### config.mk
export PLATFORM = sky130hd
export DESIGN_NAME = ifetch_ctrl_flat
export DESIGN_NICKNAME = d
export VERILOG_FILES = /design/src/rtl/ifetch_ctrl_if.sv /design/src/rtl/ifetch_ctrl.sv /design/src/flat_wrapper.sv
export SDC_FILE = /design/constraint.sdc
export NUM_CORES = 1
export LEC_CHECK = 0
export CORE_MARGIN = 5
export CORE_UTILIZATION = 53
export DETAILED_ROUTE_END_ITERATION = 8
export PLACE_DENSITY = 0.93
export SETUP_SLACK_MARGIN = 0.1
export SYNTH_ARGS = -nofsm -noshare
export SYNTH_HDL_FRONTEND = slang
export SYNTH_SLANG_ARGS = --single-unit
export TNS_END_PERCENT = 50
### constraint.sdc
create_clock -name clk -period 5.9 [get_ports clk]
set_input_delay 1.77 -clock clk [delete_from_list [all_inputs] [get_ports clk]]
set_output_delay 1.77 -clock clk [all_outputs]
set_load 0.1 [all_outputs]
### src/rtl/ifetch_ctrl_if.sv
// Fetch-unit bus bundle: instruction-memory port, redirect input, decode handshake.
// Pure wiring, no latency of its own.
// Backpressure is carried by mem_stall_I (memory side) and inst_ready (decode side).
interface ifetch_ctrl_if;
  logic        mem_read_I;
  logic [29:0] mem_addr_I;
  logic [31:0] mem_rdata_I;
  logic        mem_stall_I;
  logic        redirect_valid;
  logic [31:0] redirect_pc;
  logic        inst_valid;
  logic        inst_ready;
  logic [31:0] inst_out;
  logic [31:0] inst_pc;
  logic [31:0] fetch_count;

  modport master (
    output mem_read_I, mem_addr_I, inst_valid, inst_out, inst_pc, fetch_count,
    input  mem_rdata_I, mem_stall_I, redirect_valid, redirect_pc, inst_ready
  );

  modport slave (
    input  mem_read_I, mem_addr_I, inst_valid, inst_out, inst_pc, fetch_count,
    output mem_rdata_I, mem_stall_I, redirect_valid, redirect_pc, inst_ready
  );
endinterface

### src/rtl/ifetch_ctrl.sv
// Instruction fetch controller: one outstanding memory read, one-entry output holding register.
// Latency: FETCH->HOLD per instruction, best case one instruction every 2 cycles.
// Backpressure: mem_stall_I holds the request address; inst_ready=0 parks the FSM in HOLD.
module ifetch_ctrl #(
  parameter logic [31:0] RESET_PC = 32'h0000_0000
) (
  input  logic          clk,
  input  logic          rst,
  ifetch_ctrl_if.master bus
);

  typedef enum logic [1:0] {IDLE, FETCH, HOLD, DROP} state_t;

  state_t      state_q, state_d;
  logic [31:0] pc_q, pc_d;
  logic [31:0] pend_pc_q, pend_pc_d;
  logic        inst_valid_q, inst_valid_d;
  logic [31:0] inst_out_q, inst_out_d;
  logic [31:0] inst_pc_q, inst_pc_d;
  logic [31:0] fetch_count_q, fetch_count_d;

  logic        mem_read;
  logic        done;
  logic [31:0] tgt;
  logic        unused_redirect_lsbs;

  // Memory request is a pure decode of the state; address is the word part of pc.
  assign mem_read             = (state_q == FETCH) || (state_q == DROP);
  assign done                 = mem_read && !bus.mem_stall_I;
  assign tgt                  = {bus.redirect_pc[31:2], 2'b00};
  assign unused_redirect_lsbs = ^bus.redirect_pc[1:0];

  assign bus.mem_read_I  = mem_read;
  assign bus.mem_addr_I  = pc_q[31:2];
  assign bus.inst_valid  = inst_valid_q;
  assign bus.inst_out    = inst_out_q;
  assign bus.inst_pc     = inst_pc_q;
  assign bus.fetch_count = fetch_count_q;

  // Next-state logic: redirects always win over the normal sequential flow.
  always_comb begin
    state_d       = state_q;
    pc_d          = pc_q;
    pend_pc_d     = pend_pc_q;
    inst_valid_d  = inst_valid_q;
    inst_out_d    = inst_out_q;
    inst_pc_d     = inst_pc_q;
    fetch_count_d = fetch_count_q;

    // A handshake counts even when a redirect flushes the same cycle.
    if (inst_valid_q && bus.inst_ready) begin
      fetch_count_d = fetch_count_q + 32'd1;
    end

    case (state_q)
      IDLE: begin
        state_d = FETCH;
        if (bus.redirect_valid) pc_d = tgt;
      end
      FETCH: begin
        if (bus.redirect_valid) begin
          if (done) begin
            pc_d = tgt;             // data for the old path is dropped
          end else begin
            pend_pc_d = tgt;        // address must stay put until the access ends
            state_d   = DROP;
          end
        end else if (done) begin
          inst_out_d   = bus.mem_rdata_I;
          inst_pc_d    = pc_q;
          inst_valid_d = 1'b1;
          pc_d         = pc_q + 32'd4;
          state_d      = HOLD;
        end
      end
      HOLD: begin
        if (bus.redirect_valid) begin
          inst_valid_d = 1'b0;
          pc_d         = tgt;
          state_d      = FETCH;
        end else if (bus.inst_ready) begin
          inst_valid_d = 1'b0;
          state_d      = FETCH;
        end
      end
      DROP: begin
        if (bus.redirect_valid) pend_pc_d = tgt;
        if (done) begin
          pc_d    = bus.redirect_valid ? tgt : pend_pc_q;
          state_d = FETCH;
        end
      end
      default: state_d = IDLE;
    endcase
  end

  // State registers with synchronous reset; an in-flight access is simply abandoned.
  always_ff @(posedge clk) begin
    if (rst) begin
      state_q       <= IDLE;
      pc_q          <= RESET_PC;
      pend_pc_q     <= 32'd0;
      inst_valid_q  <= 1'b0;
      inst_out_q    <= 32'd0;
      inst_pc_q     <= 32'd0;
      fetch_count_q <= 32'd0;
    end else begin
      state_q       <= state_d;
      pc_q          <= pc_d;
      pend_pc_q     <= pend_pc_d;
      inst_valid_q  <= inst_valid_d;
      inst_out_q    <= inst_out_d;
      inst_pc_q     <= inst_pc_d;
      fetch_count_q <= fetch_count_d;
    end
  end

endmodule

### src/flat_wrapper.sv
// flat-port wrapper written by rule: the top's interface ports become plain ports
module ifetch_ctrl_flat 
#(
  parameter logic [31:0] RESET_PC = 32'h0000_0000
)
  (clk, rst, bus_mem_read_I, bus_mem_addr_I, bus_inst_valid, bus_inst_out, bus_inst_pc, bus_fetch_count, bus_mem_rdata_I, bus_mem_stall_I, bus_redirect_valid, bus_redirect_pc, bus_inst_ready);
  ifetch_ctrl_if bus_i ();
  input  logic clk;
  input  logic rst;
  output wire logic [$bits(bus_i.mem_read_I)-1:0] bus_mem_read_I;
  output wire logic [$bits(bus_i.mem_addr_I)-1:0] bus_mem_addr_I;
  output wire logic [$bits(bus_i.inst_valid)-1:0] bus_inst_valid;
  output wire logic [$bits(bus_i.inst_out)-1:0] bus_inst_out;
  output wire logic [$bits(bus_i.inst_pc)-1:0] bus_inst_pc;
  output wire logic [$bits(bus_i.fetch_count)-1:0] bus_fetch_count;
  input wire logic [$bits(bus_i.mem_rdata_I)-1:0] bus_mem_rdata_I;
  input wire logic [$bits(bus_i.mem_stall_I)-1:0] bus_mem_stall_I;
  input wire logic [$bits(bus_i.redirect_valid)-1:0] bus_redirect_valid;
  input wire logic [$bits(bus_i.redirect_pc)-1:0] bus_redirect_pc;
  input wire logic [$bits(bus_i.inst_ready)-1:0] bus_inst_ready;
  assign bus_mem_read_I = bus_i.mem_read_I;
  assign bus_mem_addr_I = bus_i.mem_addr_I;
  assign bus_inst_valid = bus_i.inst_valid;
  assign bus_inst_out = bus_i.inst_out;
  assign bus_inst_pc = bus_i.inst_pc;
  assign bus_fetch_count = bus_i.fetch_count;
  assign bus_i.mem_rdata_I = bus_mem_rdata_I;
  assign bus_i.mem_stall_I = bus_mem_stall_I;
  assign bus_i.redirect_valid = bus_redirect_valid;
  assign bus_i.redirect_pc = bus_redirect_pc;
  assign bus_i.inst_ready = bus_inst_ready;
  ifetch_ctrl #(.RESET_PC(RESET_PC)) u_core (.clk(clk), .rst(rst), .bus(bus_i));
endmodule
* Word-level counts from Yosys, hierarchy flattened
Cells that the tools add are included.
Storage, ports and cells: flip-flop bits (word level) 163, bits of input ports 69, output and inout port bits 128
Cells by class: $add $sub $neg 2, eq/ne operators 12, mux-type cells 22, bitwise logic cells 1, reduce and logical (&&, ||, !) cells 13
Operators by type and width (count):
- $mux 32 | 8
- $pmux 32 s3 | 1
- $pmux 32 s2 | 1
- $add 32x1->32 const B | 1
- $add 32x3->32 const B | 1
- $mux 2 | 6
- $reduce_and 3->1 | 3
- $pmux 2 s4 | 1
- $reduce_and 4->1 | 2
- $ne 2x1->1 const B | 3
- $ne 2x2->1 const B | 3
- $ne 3x3->1 const B | 2
- $eq 2x2->1 const B | 2
- $mux 1 | 4
- $reduce_bool 2->1 | 2
- $ne 3x2->1 const B | 1
- $eq 2x1->1 const B | 1
- $logic_and 1x1->1 | 2
- $logic_not 2->1 | 1
- $pmux 1 s2 | 1
- $reduce_or 2->1 | 1
- $logic_not 1->1 | 1
- $logic_or 1x1->1 | 1
- $not 1->1 | 1

* Logic depth before layout (Yosys ltp)
Gate-level depths: netlist (run 1).
depth in word-level cells 6, depth in mapped cells 8, depth with buffers taken out 6

* Least setup slack after synthesis (run 1)
Ideal clock, no wire load.
path type register -> output, from reg u_core.state_q[0], to out bus_mem_read_I, data arrival time 1535 ps, required time 4130 ps, slack 2595 ps, cell stages (with the launch flop) 4, path through dfxtp_1 > buf_2 > clkbuf_1 > clkbuf_1
Between the ends: cells in the longest elaborated chain, start to end 2, elaborated cells on any way between the ends 3, classes of those cells eq/ne: 2; reduce/logical: 1
RTL lines:
- from (decl) | line ifetch_ctrl.sv:14 | state_t state_q, state_d;
- from (signal assigned) | line ifetch_ctrl.sv:108 | state_q <= state_d;
- $eq 2x1->1 / $eq 2x2->1 (equally long branches) | line ifetch_ctrl.sv:28 | assign mem_read = (state_q == FETCH) || (state_q == DROP);
- $logic_or 1x1->1 * | line ifetch_ctrl.sv:28
- to (decl) | line flat_wrapper.sv:10 | output wire logic [$bits(bus_i.mem_read_I)-1:0] bus_mem_read_I;
Every way passes the cells marked *; elsewhere a longest branch is shown, timed or not.

* Final worst setup path (run 1)
from in bus_redirect_valid, to reg u_core.pc_q[19]
Between the ends: cells in the longest elaborated chain, start to end 3, elaborated cells on any way between the ends 6, classes of those cells eq/ne: 1; mux: 4; reduce/logical: 1
RTL lines:
- from (decl) | line flat_wrapper.sv:18 | input wire logic [$bits(bus_i.redirect_valid)-1:0] bus_redirect_valid;
- $mux 32 | line ifetch_ctrl.sv:89 | pc_d = bus.redirect_valid ? tgt : pend_pc_q;
- $mux 32 | line ifetch_ctrl.sv:88 | if (done) begin
- $pmux 32 s3 | line ifetch_ctrl.sv:55 | case (state_q)
- to (signal assigned) | line ifetch_ctrl.sv:109 | pc_q <= pc_d;
- to (decl) | line ifetch_ctrl.sv:15 | logic [31:0] pc_q, pc_d;
Several ways; a longest one is shown, not always the timed one. The select of a mux whose other input is x is not followed. A chain may end at the register's enable or synchronous reset.

==> flow_metrics.env, run 1 <==
export IMPL_outcome="finished, final reports clean"
export IMPL_type_of_origin_of_the_critical_path="input port"
export IMPL_synthAdderAreaFrac=0.00328
export IMPL_synth_seq_cells=163
export IMPL_dominantRegCellSynth="dfxtp_1"
export IMPL_postSynthAreaPerCell_um2=7.75
export IMPL_number_of_setup_violations_in_the_final_report=0
export IMPL_worst_clock_skew_ns=0.00784
export IMPL_synth_yosys_warnings=0
export IMPL_worstSetupPathType="input port to flip-flop"
export IMPL_worst_ir_drop_vdd_mv=0.189
export IMPL_routedWlPerCell_um=16.9
export IMPL_post_route_period_util=0.678
export IMPL_maximum_number_of_pins_on_one_net_before_global_route_repair=102
export IMPL_yosys_area_top_type_share=0.427
export IMPL_clk_latency_ns=0.43
export IMPL_max_stage_delay_ns=0.92
export IMPL_yosys_area_share_xor_xnor=0.0355
export IMPL_floorplan_core_area_um2=14000
export IMPL_cts_tree="built"
export IMPL_crit_slowest_cell="nor2b_1"
export IMPL_layout_filler_cells=1060
export IMPL_drcViolationCount=0
export IMPL_pin_count=197
export IMPL_post_route_cells_drive_above_1_share=0.0580
export IMPL_timing_critical_path_cells="clkdlybuf4s50_1, nor2b_1, buf_4, nand3_1, a311o_1, o211ai_1"
export IMPL_worst_slew_pin_transition_ns=1.06
export IMPL_netlist_top_cell_by_area="dfxtp_1"
export IMPL_placement_rows=43
export IMPL_starting_utilization_of_the_core_area=0.546
export IMPL_power_leakage_nw=3.38
export IMPL_final_nets=1178
export IMPL_synth_commonest_cells="nand2_1, dfxtp_1, a21oi_1"
export IMPL_antenna_violating_nets_post_route=0
export IMPL_worstPathArrival_ns=4.36
export IMPL_setup_ws_ns=1.90
export IMPL_timing_critical_path_to_type="flip-flop"
export IMPL_postRouteWirelength_um=22000
export IMPL_postPlaceCellArea_um2=9370
export IMPL_power_density_nw_per_um2=287
export IMPL_crit_required_ns=6.26
export IMPL_synth_area_um2=7640
export IMPL_buf_inv_stages_crit_path=2
export IMPL_h_tree_depth=4
export IMPL_synthCells=985
export IMPL_regToRegSetupSlack_ns=3.34
export IMPL_cts_reportedPaths_clkPinSlew_ns=0.07
export IMPL_drt_iter0_drc=650
export IMPL_cell_at_the_root_of_the_clock_tree="clkbuf_16"
export IMPL_antenna_found_initial=1
export IMPL_vert_die_dim_um=130
export IMPL_grt_pass1_vias=6976
export IMPL_number_of_enable_type_register_cells_in_the_synthesized_netlist=0
export IMPL_first_pass_iters=7
export IMPL_post_route_util=0.714
export IMPL_clockBufferDepth=2
export IMPL_gp_routability_congestion=0.877
export IMPL_maxCapViolations=0
export IMPL_die_width_um=130
export IMPL_main_combinational_cell_family_by_area_after_synthesis="simple AND/OR/NAND/NOR gates"
export IMPL_top_cells_by_area_synth="dfxtp_1, nand2_1, a21oi_1"
export IMPL_setup_repair_after_global_routing_missed_its_margin="false"
export IMPL_total_gr_overflow=0
export IMPL_maxClockFrequency_mhz=250
export IMPL_fin_tns_setup_ns=0
export IMPL_final_period_minus_worst_setup_slack_ns=4.00
export IMPL_avgViaCountPerCell=5.80
export IMPL_compound_gate_fraction_of_synth_area=0.179
export IMPL_postLayoutCellArea_um2=9980
export IMPL_async_flop_share=0
export IMPL_power_mw=2.87
export IMPL_area_growth_syn_to_layout_pct=30.7
export IMPL_post_synth_top_count_cell="nand2_1"
export IMPL_port_buffer_count=194
export IMPL_cts_made_buffers=17
export IMPL_post_cts_buffers=0
export IMPL_grt_pass1_wl_um=34900
export IMPL_synthMuxAreaShare=0.00655
export IMPL_cts_hold_fix_buffers=0
export IMPL_yosysSeqAreaShare=0.427
export IMPL_path_max_fanout=21
export IMPL_synth_cell_type_count=63
export IMPL_cp_top_family="buffers and inverters"
export IMPL_pre_cts_ws_ns=1.52
export IMPL_grt_total_usage=0.257
export IMPL_via_total_after_detailed_routing=7549
export IMPL_simple_gate_area_share_of_the_yosys_netlist=0.270
export IMPL_synthesis_nets=1056
export IMPL_slew_viol_final=0
export IMPL_timing_hold_violations_final=0
export IMPL_design_die_area_um2=16900
export IMPL_cts_resized=0
export IMPL_clock_sinks=163
export IMPL_hold_path_class="flip-flop to flip-flop"
export IMPL_dp_hpwl_um=15100
export IMPL_relSlewSlack=0.293
worst paths after layout:
| kind | end | cells after the start | start |
|---|---|---|---|
| worst min-delay path | u_core.bus.inst_pc[17] | 2 | u_core.bus.inst_pc[17] |
| worst min register to register | u_core.bus.inst_pc[17] | 2 | u_core.bus.inst_pc[17] |
| worst max-delay path | u_core.pc_q[19] | 6 | bus_redirect_valid |
| worst max register to register | u_core.pc_q[14] | 6 | u_core.pc_q[2] |
layer usage:
metal,wire length (µm),vias up,global-route usage
li1,-,3622,-
met1,8590,3498,0.310
met2,10700,350,0.428
met3,1800,79,0.0651
met4,883,0,0.124
met5,0,-,0
stage by stage:
stage          instances  hold WS [ns]
2_1_floorplan        985         0.428
4_1_cts             1300         0.454
6_report            1301         0.453
3_5_place_dp        1268         0.445
3_3_place_gp        1268         0.438
5_1_grt             1301         0.466
registers in the layout, indices dropped and copies added, names as in the netlist:
signal and count:
u_core.pc_q 32, u_core.pend_pc_q 32, u_core.bus.inst_valid 1, u_core.bus.inst_out 32, u_core.bus.fetch_count 32, u_core.bus.inst_pc 32
u_core.state_q 2
worst register-to-register path: cells and delay by family, from the launching register on:
family	cells	cell delay (ns)
AO/OA/AOI/OAI	1	0.19
adder cells (fa/ha/maj)	1	0.31
AND/OR/NAND/NOR	4	1.39
flip-flops	1	0.54
power breakdown:
part | switching (mW) | internal [mW] | total (mW)
Clock | 0.469 | 0.670 | 1.14
Sequential | 0.0535 | 1.14 | 1.19
Combinational | 0.383 | 0.151 | 0.534
Total | 0.905 | 1.96 | 2.87
area by class of cell:
type	instances	area, µm²	share of cell area
antenna	1	2.50	0.000251
clock inverter	15	183	0.0183
tap	180	225	0.0226
timing repair buffer	207	2050	0.205
sequential	163	3260	0.327
multi-input combinational	704	3780	0.379
inverter	14	52.6	0.00526
clock buffer	17	425	0.0426
logic make-up after synthesis:
family	Yosys count
XOR/XNOR	31
flip-flops	163
AND/OR/NAND/NOR	439
adder cells (fa/ha/maj)	2
multiplexers	5
AO/OA/AOI/OAI	227
buffers and inverters	118
cell usage in the layout, fill, tap and decap left out, types with 4 or more instances in the layout:
master           synthesis  routed
o221ai_1                 6       6
and4_1                   8       8
o21ai_0                 26      26
a211oi_1                11      11
nor3_1                  24      24
nand2b_1                 4       4
or4_1                    4       4
nor2_1                  80      79
buf_4                   31      13
nor4_1                   6       6
clkbuf_16                0      17
o211ai_1                 8       8
or3_1                    4       4
nor4_4                   5       5
a2bb2oi_1                9       9
dfxtp_1                163     163
inv_1                   12      12
a21oi_1                122     122
clkdlybuf4s50_1          0     193
nand3_1                 23      23
nand2_1                238     237
a31oi_1                  7       7
nand4_1                 21      21
xor2_1                  11      11
mux2i_1                  5       5
o22ai_1                  7       7
xnor2_1                 20      20
a311oi_1                 4       4
(Power assumes the default switching activity.)
==> run 2, diff against run 1 <==
--- a/config.mk
+++ b/config.mk
@@ -6,9 +6,9 @@
 export NUM_CORES = 1
 export LEC_CHECK = 0
 export CORE_MARGIN = 5
-export CORE_UTILIZATION = 53
+export CORE_UTILIZATION = 45
 export DETAILED_ROUTE_END_ITERATION = 8
-export PLACE_DENSITY = 0.93
+export PLACE_DENSITY = 0.84
 export SETUP_SLACK_MARGIN = 0.1
 export SYNTH_ARGS = -nofsm -noshare
 export SYNTH_HDL_FRONTEND = slang
==> constraint.sdc (replaced) <==
create_clock -name clk -period 3.6 [get_ports clk]
set_input_delay 1.08 -clock clk [delete_from_list [all_inputs] [get_ports clk]]
set_output_delay 1.08 -clock clk [all_outputs]
set_load 0.1 [all_outputs]
==> run 2 against run 1 <==
  * Combinational power grew 61%
  * Utilization is 13 points lower
  * Clock skew increased by 0.0040 ns
  * Via count decreased by 0.99%
  * Wire length fell by 0.52%
  * Sequential share of layout area is 0.74 points higher
  * Largest power group unchanged
==> flow_metrics.env, run 2 (synthesis results as in run 1) <==
export IMPL_outcome="finished, final reports clean"
export IMPL_post_route_period_util=0.795
export IMPL_cp_top_family="buffers and inverters"
export IMPL_h_tree_depth=4
export IMPL_power_density_nw_per_um2=457
export IMPL_layout_cells_most_common="nand2_1"
export IMPL_worst_ir_drop_vdd_mv=0.362
export IMPL_clock_sinks=163
export IMPL_setup_repair_after_global_routing_missed_its_margin="false"
export IMPL_worst_slew_pin_transition_ns=1.06
export IMPL_antenna_violating_nets_post_route=0
export IMPL_crit_slowest_cell="clkdlybuf4s50_1"
export IMPL_timing_critical_path_cells="clkdlybuf4s50_1, buf_4, clkinv_1, a2bb2oi_1, o22ai_1, a21oi_1, o211a_1"
export IMPL_grt_total_usage=0.215
export IMPL_pin_count=197
export IMPL_timing_hold_worst_path_depth=2
export IMPL_clockBufferDepth=2
export IMPL_power_leakage_nw=3.67
export IMPL_max_stage_delay_ns=0.67
export IMPL_worst_r2r_cell_count=6
export IMPL_post_route_cells_drive_above_1_share=0.178
export IMPL_cts_made_buffers=17
export IMPL_regToRegSetupSlack_ns=1.17
export IMPL_cts_resized=0
export IMPL_dp_hpwl_um=15100
export IMPL_worst_clock_skew_ns=0.0118
export IMPL_first_pass_iters=5
export IMPL_antenna_found_initial=0
export IMPL_holdCritStartpoint="u_core.pend_pc_q[12]"
export IMPL_cts_hold_fix_buffers=0
export IMPL_die_width_um=140
export IMPL_final_cell_mix="nand2_1, dfxtp_1, buf_4, a21oi_1, nor2_1"
export IMPL_port_buffer_count=194
export IMPL_hold_path_class="flip-flop to flip-flop"
export IMPL_timing_hold_ws_ns=0.452
export IMPL_worst_r2r_startpoint="u_core.pc_q[2]"
export IMPL_relSlewSlack=0.289
export IMPL_gp_routability_congestion=0.895
export IMPL_layout_filler_cells=1527
export IMPL_starting_utilization_of_the_core_area=0.459
export IMPL_multi_input_area_um2=3780
export IMPL_cell_at_the_root_of_the_clock_tree="clkbuf_16"
export IMPL_routedWlPerCell_um=16.2
export IMPL_drt_iter0_drc=517
export IMPL_design_die_area_um2=19700
export IMPL_placement_rows=47
export IMPL_reg2reg_to="u_core.pc_q[26]"
export IMPL_post_cts_buffers=0
export IMPL_clk_latency_ns=0.42
export IMPL_cts_reportedPaths_clkPinSlew_ns=0.06
export IMPL_final_period_minus_worst_setup_slack_ns=2.86
export IMPL_crit_required_ns=3.91
export IMPL_path_max_fanout=18
export IMPL_cts_tree="built"
export IMPL_antenna_diode_count=0
export IMPL_avgViaCountPerCell=5.53
export IMPL_type_of_origin_of_the_critical_path="input port"
export IMPL_holdPathEnd="u_core.pend_pc_q[12]"
export IMPL_maxClockFrequency_mhz=350
export IMPL_maxCapViolations=0
export IMPL_timing_hold_violations_final=0
export IMPL_grt_pass1_vias=6787
export IMPL_worstPathArrival_ns=3.17
export IMPL_via_total_after_detailed_routing=7474
export IMPL_maximum_number_of_pins_on_one_net_before_global_route_repair=119
export IMPL_area_growth_syn_to_layout_pct=27.8
export IMPL_final_nets=1190
export IMPL_buf_inv_stages_crit_path=3
export IMPL_timing_critical_path_to_type="flip-flop"
export IMPL_fin_tns_setup_ns=0
export IMPL_drcViolationCount=0
export IMPL_floorplan_core_area_um2=16600
export IMPL_total_gr_overflow=0
export IMPL_worstSetupPathType="input port to flip-flop"
export IMPL_final_seq_area_um2=3260
export IMPL_postRouteWirelength_um=21900
export IMPL_vert_die_dim_um=140
export IMPL_grt_pass1_wl_um=34900
export IMPL_slew_viol_final=0
export IMPL_number_of_setup_violations_in_the_final_report=0
==> run 2: changes by cell type in the layout (fill, tap and decap cells not counted), sizes merged <==
| cell | before | now |
|---|---|---|
| buf | 14 | 154 |
| inv | 15 | 13 |
| clkdlybuf4s50 | 193 | 65 |
| clkinvlp | 3 | 2 |
| diode | 1 | 0 |
| bufinv | 3 | 0 |
| clkbuf | 17 | 23 |
==> run 2: final cells by class <==
cell class,instances,area share
tap,220,0.0282
clock buffer,23,0.0490
multi-input combinational,704,0.387
inverter,14,0.00538
sequential,163,0.334
timing repair buffer,219,0.190
clock inverter,9,0.00551
==> run 2: tightest hold or removal path, cell delays in order, from the launching register on <==
cell	delay, ns
dfxtp_1	0.30
nand2_1	0.05
a21oi_1	0.05
==> run 2: stage by stage <==
stage	cells	cell area (µm²)	power [mW]	setup slack (ns)	util
2_1_floorplan	985	7640	2.64	0.985	-
3_3_place_gp	1320	9230	2.85	0.392	0.555
3_5_place_dp	1320	9230	2.86	0.308	0.555
4_1_cts	1352	9760	4.50	0.760	0.587
5_1_grt	1352	9760	4.65	0.600	0.587
6_report	1352	9760	4.46	0.739	0.587
==> run 2: layer usage <==
layer	vias up	part of all wire	track usage
met5	-	0	0
met4	0	0.021	0.0745
met3	37	0.082	0.0518
met2	296	0.48	0.360
met1	3493	0.41	0.271
li1	3648	-	-
==> run 2: worst max-delay path by stage <==
stage	cells past startpoint	slack, ns	end	start
floorplan	3	0.98	bus_mem_read_I	u_core.state_q[0]
global placement	7	0.39	u_core.pc_q[24]	bus_redirect_valid
detailed placement	7	0.31	u_core.pc_q[24]	bus_redirect_valid
CTS	7	0.76	u_core.pc_q[24]	bus_redirect_valid
global route	7	0.60	u_core.pc_q[30]	bus_redirect_valid
finish	7	0.74	u_core.pc_q[16]	bus_redirect_valid
==> run 2: power breakdown <==
group          internal, mW  leakage (nW)  total (mW)  switching [mW]
Clock                 0.931         0.263        1.64           0.705
Sequential             1.87          1.32        1.97          0.0990
Combinational         0.243          2.08       0.860           0.617
==> run 3, diff against run 2 <==
--- a/config.mk
+++ b/config.mk
@@ -6,9 +6,9 @@
 export NUM_CORES = 1
 export LEC_CHECK = 0
 export CORE_MARGIN = 5
-export CORE_UTILIZATION = 45
+export CORE_UTILIZATION = 49
 export DETAILED_ROUTE_END_ITERATION = 8
-export PLACE_DENSITY = 0.84
+export PLACE_DENSITY = 0.87
 export SETUP_SLACK_MARGIN = 0.1
 export SYNTH_ARGS = -nofsm -noshare
 export SYNTH_HDL_FRONTEND = slang
==> constraint.sdc (replaced) <==
create_clock -name clk -period 2.8 [get_ports clk]
set_input_delay 0.84 -clock clk [delete_from_list [all_inputs] [get_ports clk]]
set_output_delay 0.84 -clock clk [all_outputs]
set_load 0.1 [all_outputs]
==> run 3 against run 2 <==
  * Sequential cell count did not move
  * Die area is 7.6% lower
  * Utilization rose by 6.9 points
==> flow_metrics.env, run 3 (synthesis results as in run 1) <==
export IMPL_outcome="finished, final reports clean"
export IMPL_worst_ir_drop_vdd_mv=0.438
export IMPL_max_stage_delay_ns=0.63
export IMPL_floorplan_core_area_um2=15300
export IMPL_avgViaCountPerCell=5.54
export IMPL_path_max_fanout=10
export IMPL_cts_made_buffers=17
export IMPL_post_route_cells_drive_above_1_share=0.199
export IMPL_grt_pass1_wl_um=34800
export IMPL_worstPathArrival_ns=2.70
export IMPL_h_tree_depth=4
export IMPL_clk_latency_ns=0.42
export IMPL_fin_tns_setup_ns=0
export IMPL_postRouteWirelength_um=21900
export IMPL_dp_hpwl_um=15700
export IMPL_placement_rows=45
export IMPL_design_die_area_um2=18200
export IMPL_relSlewSlack=0.566
export IMPL_cp_top_family="buffers and inverters"
export IMPL_postPlaceCellArea_um2=9460
export IMPL_hold_path_class="flip-flop to flip-flop"
export IMPL_antenna_diode_count=0
export IMPL_area_growth_syn_to_layout_pct=30.9
export IMPL_port_buffer_count=194
export IMPL_worst_clock_skew_ns=0.00779
export IMPL_slew_viol_final=0
export IMPL_timing_hold_violations_final=0
export IMPL_clockBufferDepth=2
export IMPL_final_period_minus_worst_setup_slack_ns=2.35
export IMPL_power_mw=5.80
export IMPL_timing_critical_path_cells="clkdlybuf4s50_1, buf_4, o21a_1, nand2_2, or3_1, a31oi_1"
export IMPL_total_gr_overflow=0
export IMPL_antenna_violating_nets_post_route=0
export IMPL_crit_required_ns=3.14
export IMPL_maximum_number_of_pins_on_one_net_before_global_route_repair=48
export IMPL_number_of_setup_violations_in_the_final_report=0
export IMPL_post_cts_buffers=0
export IMPL_drt_iter0_drc=473
export IMPL_final_nets=1217
export IMPL_timing_critical_path_to_type="flip-flop"
export IMPL_crit_slowest_cell="clkdlybuf4s50_1"
export IMPL_via_total_after_detailed_routing=7579
export IMPL_buf_inv_stages_crit_path=2
export IMPL_cts_reportedPaths_clkPinSlew_ns=0.06
export IMPL_drcViolationCount=0
export IMPL_power_leakage_nw=3.81
export IMPL_type_of_origin_of_the_critical_path="input port"
export IMPL_worstSetupPathType="input port to flip-flop"
export IMPL_pin_count=197
export IMPL_maxClockFrequency_mhz=425
export IMPL_vert_die_dim_um=135
export IMPL_postLayoutCellArea_um2=10000
export IMPL_grt_pass1_vias=6844
export IMPL_layout_cells_most_common="nand2_1"
export IMPL_first_pass_iters=5
export IMPL_layout_filler_cells=1284
export IMPL_power_density_nw_per_um2=581
export IMPL_cts_resized=0
export IMPL_cts_hold_fix_buffers=0
export IMPL_antenna_found_initial=0
export IMPL_worst_slew_pin_transition_ns=0.646
export IMPL_routedWlPerCell_um=16.0
export IMPL_gp_routability_congestion=0.871
export IMPL_starting_utilization_of_the_core_area=0.501
export IMPL_maxCapViolations=0
export IMPL_cts_tree="built"
export IMPL_grt_total_usage=0.235
export IMPL_die_width_um=135
export IMPL_cell_at_the_root_of_the_clock_tree="clkbuf_16"
export IMPL_setup_repair_after_global_routing_missed_its_margin="false"
export IMPL_post_route_period_util=0.841
export IMPL_clock_sinks=163
export IMPL_final_cell_mix="nand2_1, buf_4, dfxtp_1, a21oi_1, nor2_1"
==> run 3: changes by cell type in the layout (fill, tap and decap cells not counted) <==
| cell | delta |
|---|---|
| buf_4 | +24 |
| buf_12 | +3 |
| clkbuf_1 | -3 |
| clkbuf_8 | +1 |
| clkinv_2 | -1 |
| clkinvlp_4 | +1 |
==> run 3: tightest hold or removal path, delay by kind of cell, from the launching register on <==
family	cells	cell delay, ns
flops	1	0.31
simple gates	1	0.05
compound gates	1	0.05
==> run 3: report_power, final <==
group | switching (mW) | total [mW] | internal, mW
clock | 0.920 | 2.13 | 1.21
combinational | 0.820 | 1.16 | 0.342
sequential | 0.106 | 2.51 | 2.40
==> run 3: path summary, 6_finish.rpt <==
| path | start | end | slack, ns | cells past startpoint |
|---|---|---|---|---|
| setup / recovery | bus_redirect_valid | u_core.pc_q[13] | 0.45 | 6 |
| hold / removal | u_core.bus.inst_pc[4] | u_core.bus.inst_pc[4] | 0.45 | 2 |
| setup reg to reg | u_core.pc_q[2] | u_core.pc_q[26] | 0.66 | 6 |
| hold reg to reg | u_core.bus.inst_pc[4] | u_core.bus.inst_pc[4] | 0.45 | 2 |
==> run 3: stage by stage <==
stage	util	setup WS, ns	cells	hold WS (ns)
6_report	0.655	0.445	1368	0.452
4_1_cts	0.655	0.471	1368	0.453
5_1_grt	0.655	0.354	1368	0.470
3_3_place_gp	0.620	0.0501	1338	0.439
3_5_place_dp	0.620	0.0282	1338	0.444
2_1_floorplan	-	0.240	985	0.428
==> run 3: cell type report <==
| type | count | area [µm²] | area share |
|---|---|---|---|
| Multi-Input combinational cell | 704 | 3780 | 0.378 |
| Tap cell | 211 | 264 | 0.0264 |
| Sequential cell | 163 | 3260 | 0.326 |
| Clock inverter | 9 | 56.3 | 0.00563 |
| Inverter | 14 | 52.6 | 0.00526 |
| Clock buffer | 21 | 480 | 0.0481 |
| Timing Repair Buffer | 246 | 2100 | 0.210 |
==> run 3: metal layers <==
layer / vias up / routed length, µm / global-route usage
met5: - / 0 / 0
met4: 0 / 514 / 0.0882
met3: 37 / 1660 / 0.0514
met2: 289 / 10500 / 0.386
met1: 3547 / 9200 / 0.303
li1: 3706 / - / -
